<file path="src/rtl/gemm_issue_ctrl.sv">
// gemm_issue_ctrl: single-row GEMM functional-unit status table (FUST-G).
// Holds one dispatched GEMM op, wakes its three source tags on writeback
// broadcasts, issues over valid/ready and holds the row until completion.
// Speculative rows are squashed on flush; resolved clears the spec mark.
// Optional build macro: GEMM_ISSUE_PERF_EN adds saturating stall counters
// perf_op_stall (cycles waiting on operands) and perf_fu_stall (cycles
// issuing while the unit is not ready).
//
// state    | meaning
// ---------+------------------------------------------------
// S_IDLE   | row empty, dispatch accepted
// S_WAIT   | row held, waiting on one or more source tags
// S_ISSUE  | operands ready, issue_valid asserted
// S_EXEC   | handed to GEMM unit, waiting for gemm_done
module gemm_issue_ctrl #(
    parameter int TAG_W = 2,
    parameter int REG_W = 4
) (
    input  logic             CLK,
    input  logic             nRST,
    input  logic             disp_en,
    input  logic [REG_W-1:0] disp_rd,
    input  logic [REG_W-1:0] disp_rs1,
    input  logic [REG_W-1:0] disp_rs2,
    input  logic [REG_W-1:0] disp_rs3,
    input  logic [TAG_W-1:0] disp_t1,
    input  logic [TAG_W-1:0] disp_t2,
    input  logic [TAG_W-1:0] disp_t3,
    input  logic             disp_spec,
    input  logic             wb_valid,
    input  logic [TAG_W-1:0] wb_tag,
    input  logic             flush,
    input  logic             resolved,
    input  logic             gemm_ready,
    input  logic             gemm_done,
    output logic             fust_busy,
    output logic [TAG_W-1:0] fust_t1,
    output logic [TAG_W-1:0] fust_t2,
    output logic [TAG_W-1:0] fust_t3,
    output logic             issue_valid,
    output logic [REG_W-1:0] issue_rd,
    output logic [REG_W-1:0] issue_rs1,
    output logic [REG_W-1:0] issue_rs2,
    output logic [REG_W-1:0] issue_rs3,
`ifdef GEMM_ISSUE_PERF_EN
    output logic [15:0]      perf_op_stall,
    output logic [15:0]      perf_fu_stall,
`endif
    output logic             gemm_kill
);

    localparam logic [1:0] S_IDLE  = 2'd0;
    localparam logic [1:0] S_WAIT  = 2'd1;
    localparam logic [1:0] S_ISSUE = 2'd2;
    localparam logic [1:0] S_EXEC  = 2'd3;

    logic [1:0]       state, state_nxt;
    logic [TAG_W-1:0] t1, t2, t3, t1_nxt, t2_nxt, t3_nxt;
    logic             spec, spec_nxt;
    logic             kill_nxt;
    logic             accept;
    logic             spec_flush;

    // Next-state, tag wakeup and squash decisions for the single row.
    always_comb begin
        state_nxt  = state;
        t1_nxt     = t1;
        t2_nxt     = t2;
        t3_nxt     = t3;
        spec_nxt   = spec & ~resolved;
        kill_nxt   = 1'b0;
        accept     = 1'b0;
        spec_flush = flush & spec;
        case (state)
            S_IDLE: begin
                // A speculative dispatch that is flushed in the same cycle never enters the row.
                if (disp_en && !(flush && disp_spec)) begin
                    accept    = 1'b1;
                    t1_nxt    = (wb_valid && wb_tag == disp_t1) ? '0 : disp_t1;
                    t2_nxt    = (wb_valid && wb_tag == disp_t2) ? '0 : disp_t2;
                    t3_nxt    = (wb_valid && wb_tag == disp_t3) ? '0 : disp_t3;
                    spec_nxt  = disp_spec & ~resolved;
                    state_nxt = (t1_nxt == '0 && t2_nxt == '0 && t3_nxt == '0) ? S_ISSUE : S_WAIT;
                end
            end
            S_WAIT: begin
                if (spec_flush) begin
                    state_nxt = S_IDLE;
                end else begin
                    if (wb_valid && t1 != '0 && wb_tag == t1) t1_nxt = '0;
                    if (wb_valid && t2 != '0 && wb_tag == t2) t2_nxt = '0;
                    if (wb_valid && t3 != '0 && wb_tag == t3) t3_nxt = '0;
                    if (t1_nxt == '0 && t2_nxt == '0 && t3_nxt == '0) state_nxt = S_ISSUE;
                end
            end
            S_ISSUE: begin
                // A transfer in the flush cycle already reached the unit, so it must be killed.
                if (spec_flush) begin
                    state_nxt = S_IDLE;
                    kill_nxt  = gemm_ready;
                end else if (gemm_ready) begin
                    state_nxt = S_EXEC;
                end
            end
            S_EXEC: begin
                if (gemm_done) begin
                    state_nxt = S_IDLE;
                end else if (spec_flush) begin
                    state_nxt = S_IDLE;
                    kill_nxt  = 1'b1;
                end
            end
            default: state_nxt = S_IDLE;
        endcase
        if (state_nxt == S_IDLE) begin
            t1_nxt   = '0;
            t2_nxt   = '0;
            t3_nxt   = '0;
            spec_nxt = 1'b0;
        end
    end

    // Row state and registered outputs.
    always_ff @(posedge CLK or negedge nRST) begin
        if (!nRST) begin
            state       <= S_IDLE;
            t1          <= '0;
            t2          <= '0;
            t3          <= '0;
            spec        <= 1'b0;
            issue_rd    <= '0;
            issue_rs1   <= '0;
            issue_rs2   <= '0;
            issue_rs3   <= '0;
            fust_busy   <= 1'b0;
            issue_valid <= 1'b0;
            gemm_kill   <= 1'b0;
        end else begin
            state       <= state_nxt;
            t1          <= t1_nxt;
            t2          <= t2_nxt;
            t3          <= t3_nxt;
            spec        <= spec_nxt;
            fust_busy   <= (state_nxt != S_IDLE);
            issue_valid <= (state_nxt == S_ISSUE);
            gemm_kill   <= kill_nxt;
            if (accept) begin
                issue_rd  <= disp_rd;
                issue_rs1 <= disp_rs1;
                issue_rs2 <= disp_rs2;
                issue_rs3 <= disp_rs3;
            end
        end
    end

    assign fust_t1 = t1;
    assign fust_t2 = t2;
    assign fust_t3 = t3;

`ifdef GEMM_ISSUE_PERF_EN
    // Saturating stall counters: operand wait and unit back-pressure.
    always_ff @(posedge CLK or negedge nRST) begin
        if (!nRST) begin
            perf_op_stall <= '0;
            perf_fu_stall <= '0;
        end else begin
            if (state == S_WAIT && perf_op_stall != 16'hFFFF)
                perf_op_stall <= perf_op_stall + 16'd1;
            if (state == S_ISSUE && !gemm_ready && perf_fu_stall != 16'hFFFF)
                perf_fu_stall <= perf_fu_stall + 16'd1;
        end
    end
`endif

endmodule

</file>
<file path="config.mk">
export PLATFORM = sky130hd
export DESIGN_NAME = gemm_issue_ctrl
export DESIGN_NICKNAME = d
export VERILOG_FILES = /design/src/rtl/gemm_issue_ctrl.sv
export SDC_FILE = /design/constraint.sdc
export NUM_CORES = 1
export LEC_CHECK = 0
export BUFFER_PORTS_ARGS = -buffer_cell sky130_fd_sc_hd__buf_2
export CAP_MARGIN = 20
export CORE_ASPECT_RATIO = 1.1
export CORE_MARGIN = 2
export CORE_UTILIZATION = 37
export CTS_BUF_LIST = sky130_fd_sc_hd__clkbuf_4
export DETAILED_ROUTE_END_ITERATION = 6
export GPL_ROUTABILITY_DRIVEN = 0
export GPL_TIMING_DRIVEN = 0
export HOLD_SLACK_MARGIN = 0.08
export PLACE_DENSITY = 0.65
export SKIP_CTS_REPAIR_TIMING = 1
export SYNTH_ARGS = -nofsm -noshare
export SYNTH_HDL_FRONTEND = slang
export SYNTH_SLANG_ARGS = --single-unit
</file>
<file path="constraint.sdc">
create_clock -name CLK -period 1.93 [get_ports CLK]
set_clock_uncertainty 0.2 [all_clocks]
set_input_delay 0 -clock CLK [delete_from_list [all_inputs] [get_ports CLK]]
set_output_delay 0 -clock CLK [all_outputs]
set_load 0.1 [all_outputs]
</file>
==> impl_summary.log <==
[metrics] number of design-rule violations left by the first detailed-router iteration: 123
[metrics] total I/O pin count: 58
[metrics] final total negative setup slack: 0 ps
[metrics] area of the multi-input gates: between 700 and 800 µm²
[metrics] vias after detailed routing: 1,447
[metrics] Max-Slew Margin vs Limit: 57.7%
[metrics] Post-Synthesis Cells: between 100 and 150
[metrics] Crit path arrival time: 1860 ps
[metrics] floorplan row count: 24
[metrics] Chip Width: 65.9 µm
[metrics] endpoint of the most critical setup path: fust_t3[1]$_DFFE_PN0P_
[metrics] antenna diode count: 0
[metrics] number of maximum-capacitance violations: 0
[metrics] Max Freq: 545 MHz
[metrics] total CTS buffers: 3
[metrics] gr ovfl total: 0
[metrics] share of the core filled with cells in the final layout: 56.9%
[metrics] Synth async-reset ratio: 100%
[metrics] total routing resource utilization after global routing: 15.0%
[metrics] core area: 3990 µm²
[metrics] status: finished, final reports clean
[metrics] starting utilization of the core area: 39.1%
[metrics] post-detail-place hpwl: 2590 µm
[metrics] drc violations: 0
[metrics] capture point of the worst reg-to-reg path: fust_t3[1]$_DFFE_PN0P_
[metrics] Final ANT Viol Nets: 0
[metrics] drt wl/cell: 13.3 µm
[metrics] layout-stage area growth over the synthesis result: 45.6%
[metrics] drt via density: around 5.0
[metrics] clock sinks: 28
[metrics] largest net degree at the start of global routing: 29
[metrics] worst reg2reg path depth: 6
[metrics] Die Y-Extent: slightly above 70 µm
[metrics] number of nets at the end of the flow: 272
[metrics] largest fanout on the critical path: 8
[metrics] Most used DFF post-synth: sky130_fd_sc_hd__dfrtp_1
[metrics] Worst Setup SP: state[0]$_DFF_PN0_
[metrics] required time of the worst setup path: 1950 ps
[metrics] wire length of the first global-routing pass: approximately 5700 µm
[metrics] sequential area share after synthesis: 44.9%
[metrics] transition at the pin with the smallest max-transition slack: around 630 ps
[metrics] class of the tightest hold or removal check: input port to register
[metrics] final worst path period share: 95.1%
[metrics] count of input and output buffers: 55
[metrics] count of pins over their slew limit: 0
[metrics] antenna violations before repair: 0
[metrics] Synth Warn #: 0
[metrics] number of library cell types mapped by synthesis: 38
[metrics] setup slack of the worst register-to-register path: 100 ps
[metrics] Final setup viols: 0
[metrics] wirelength, routed: 3850 µm
[metrics] vias in the first global route: 1,303
[metrics] area of the die: between 4000 and 5000 µm²
[metrics] CTS tree: yes
[metrics] min Tclk post-route: 1830 ps
[metrics] total iterations of the first detailed-routing run: 4
[metrics] CTS clk-pin slew, worst paths: 160 ps
[metrics] number of hold-slack violations in the final timing report: 0
[metrics] RSZ-0062 raised after global routing: no
[metrics] maximum root-to-sink buffer count: 2
[metrics] Startpoint Class: register
[metrics] number of H-tree levels: 1
[metrics] synthesis-stage register bit count: 28
[metrics] beginning of the worst register-to-register path: state[0]$_DFF_PN0_
[metrics] path type of the worst setup path: register to register
[metrics] worst skew pair latency: 330 ps
[metrics] number of inserted filler cells in the final layout: between 300 and 400
[metrics] average cell area after synthesis: 10.8 µm²
[metrics] Clock Root Buffer: sky130_fd_sc_hd__clkbuf_4
[metrics] fraction of final layout cells with drive strength greater than 1: about two fifths
[metrics] cell area after technology mapping: 1560 µm²
[metrics] kind of end point of the critical path: register
[metrics] combined flip-flop and latch cell area: 708 µm²
[metrics] syn_nets: around 180
[metrics] number of synthesized flops with an enable pin: 0
-- kinds of logic (layout without fill, tap and decap cells) --
group | Yosys count | count (layout) | synth area share [%]
muxes | 18 | 18 | 13.2
AOI/OAI and AO/OA | 45 | 45 | 19.4
buffers and inverters | 11 | 104 | 5.13
DFF | 28 | 28 | 44.9
xor gates and xnor gates | 12 | 12 | 6.74
and+or+nand+nor | 31 | 31 | 10.7
-- area by class of cell --
cell class,instances,area share (%)
Buffer,9,3.19
Sequential cell,28,31.2
Inverter,2,0.330
Clock buffer,3,0.991
Multi-Input combinational cell,106,34.3
Clock inverter,1,0.165
Timing Repair Buffer,89,27.0
Tap cell,52,2.86
-- cells in the final DEF (no fill, tap or decap), drive strengths merged --
cell type / instances
nor2b: 2
nor3: 1
o311ai: 1
mux2i: 1
or2: 2
and3: 2
a31oi: 2
dlygate4sd3: 33
a22o: 4
o21a: 3
nand2b: 1
nor4b: 1
and2: 1
and4b: 1
dfrtp: 28
nand3b: 2
a211oi: 1
nand4: 1
nand2: 11
o21ai: 19
o211ai: 4
o22ai: 5
xor2: 12
buf: 63
a31o: 1
a21boi: 1
clkbuf: 5
nor2: 3
clkinv: 1
mux2: 17
inv: 2
a21oi: 4
or3: 1
nand3: 2
-- worst max-delay path, stage by stage, from the launching register on --
cell	delay (ps)
sky130_fd_sc_hd__dfrtp_1	390
sky130_fd_sc_hd__buf_2	160
sky130_fd_sc_hd__mux2_4	320
sky130_fd_sc_hd__a211oi_4	300
sky130_fd_sc_hd__inv_1	80
sky130_fd_sc_hd__o21ai_0	190
sky130_fd_sc_hd__a21oi_1	90
-- registers in the layout (all words and copies together) (netlist names) --
| signal | cells |
|---|---|
| fust_busy | 1 |
| fust_t1 | 2 |
| fust_t2 | 2 |
| fust_t3 | 2 |
| gemm_kill | 1 |
| issue_rd | 4 |
| issue_rs1 | 4 |
| issue_rs2 | 4 |
| issue_rs3 | 4 |
| issue_valid | 1 |
| spec | 1 |
| state | 2 |
-- layer usage --
| metal | vias to the layer above | share of wire, % | global-route usage (%) |
|---|---|---|---|
| li1 | 709 | - | - |
| met1 | 675 | 44 | 20.5 |
| met2 | 58 | 49 | 24.0 |
| met3 | 5 | 6.0 | 3.57 |
| met4 | 0 | 0.88 | 3.70 |
| met5 | - | 0 | 0 |
-- cells in the mapped netlist, types with 2 or more instances --
cell type	count	area share [%]
sky130_fd_sc_hd__a21oi_1	4	1.3
sky130_fd_sc_hd__a22o_1	4	2.2
sky130_fd_sc_hd__a31oi_1	2	0.80
sky130_fd_sc_hd__and3_1	2	0.80
sky130_fd_sc_hd__buf_2	3	0.96
sky130_fd_sc_hd__buf_6	2	1.4
sky130_fd_sc_hd__clkbuf_1	2	0.48
sky130_fd_sc_hd__dfrtp_1	28	45
sky130_fd_sc_hd__inv_1	2	0.48
sky130_fd_sc_hd__mux2_2	16	12
sky130_fd_sc_hd__nand2_1	11	2.6
sky130_fd_sc_hd__nand3_1	2	0.64
sky130_fd_sc_hd__nand3b_1	2	0.96
sky130_fd_sc_hd__nor2_1	2	0.48
sky130_fd_sc_hd__nor2b_1	2	0.80
sky130_fd_sc_hd__o211ai_1	4	1.9
sky130_fd_sc_hd__o21a_1	3	1.4
sky130_fd_sc_hd__o21ai_0	18	5.8
sky130_fd_sc_hd__o22ai_1	5	2.0
sky130_fd_sc_hd__or2_2	2	0.80
sky130_fd_sc_hd__xor2_1	12	6.7
-- metrics by stage --
step	worst slack, ps	hold WS (ps)	cells	cell area [µm²]
finish	95.4	62.7	290	2270
global route	13.1	84.7	290	2270
CTS	27.0	-520	256	1930
detailed placement	49.3	-142	252	1910
global placement	39.7	-148	252	1910
floorplan	55.7	-496	145	1570
-- how the worst min path moves through the flow --
stage                         from                  endpoint  cells after the start
after floorplan               nRST       fust_busy$_DFF_PN0_                      0
after detailed placement      nRST  issue_rs3[2]$_DFFE_PN0P_                      1
after global routing      wb_valid        state[0]$_DFF_PN0_                      5
after CTS                     nRST  issue_rs3[2]$_DFFE_PN0P_                      1
after global placement        nRST  issue_rs3[2]$_DFFE_PN0P_                      1
final                     wb_valid        state[0]$_DFF_PN0_                      5
Power is not shown: default switching activity piles up to over one toggle a cycle in this logic, so the estimate is an artifact.
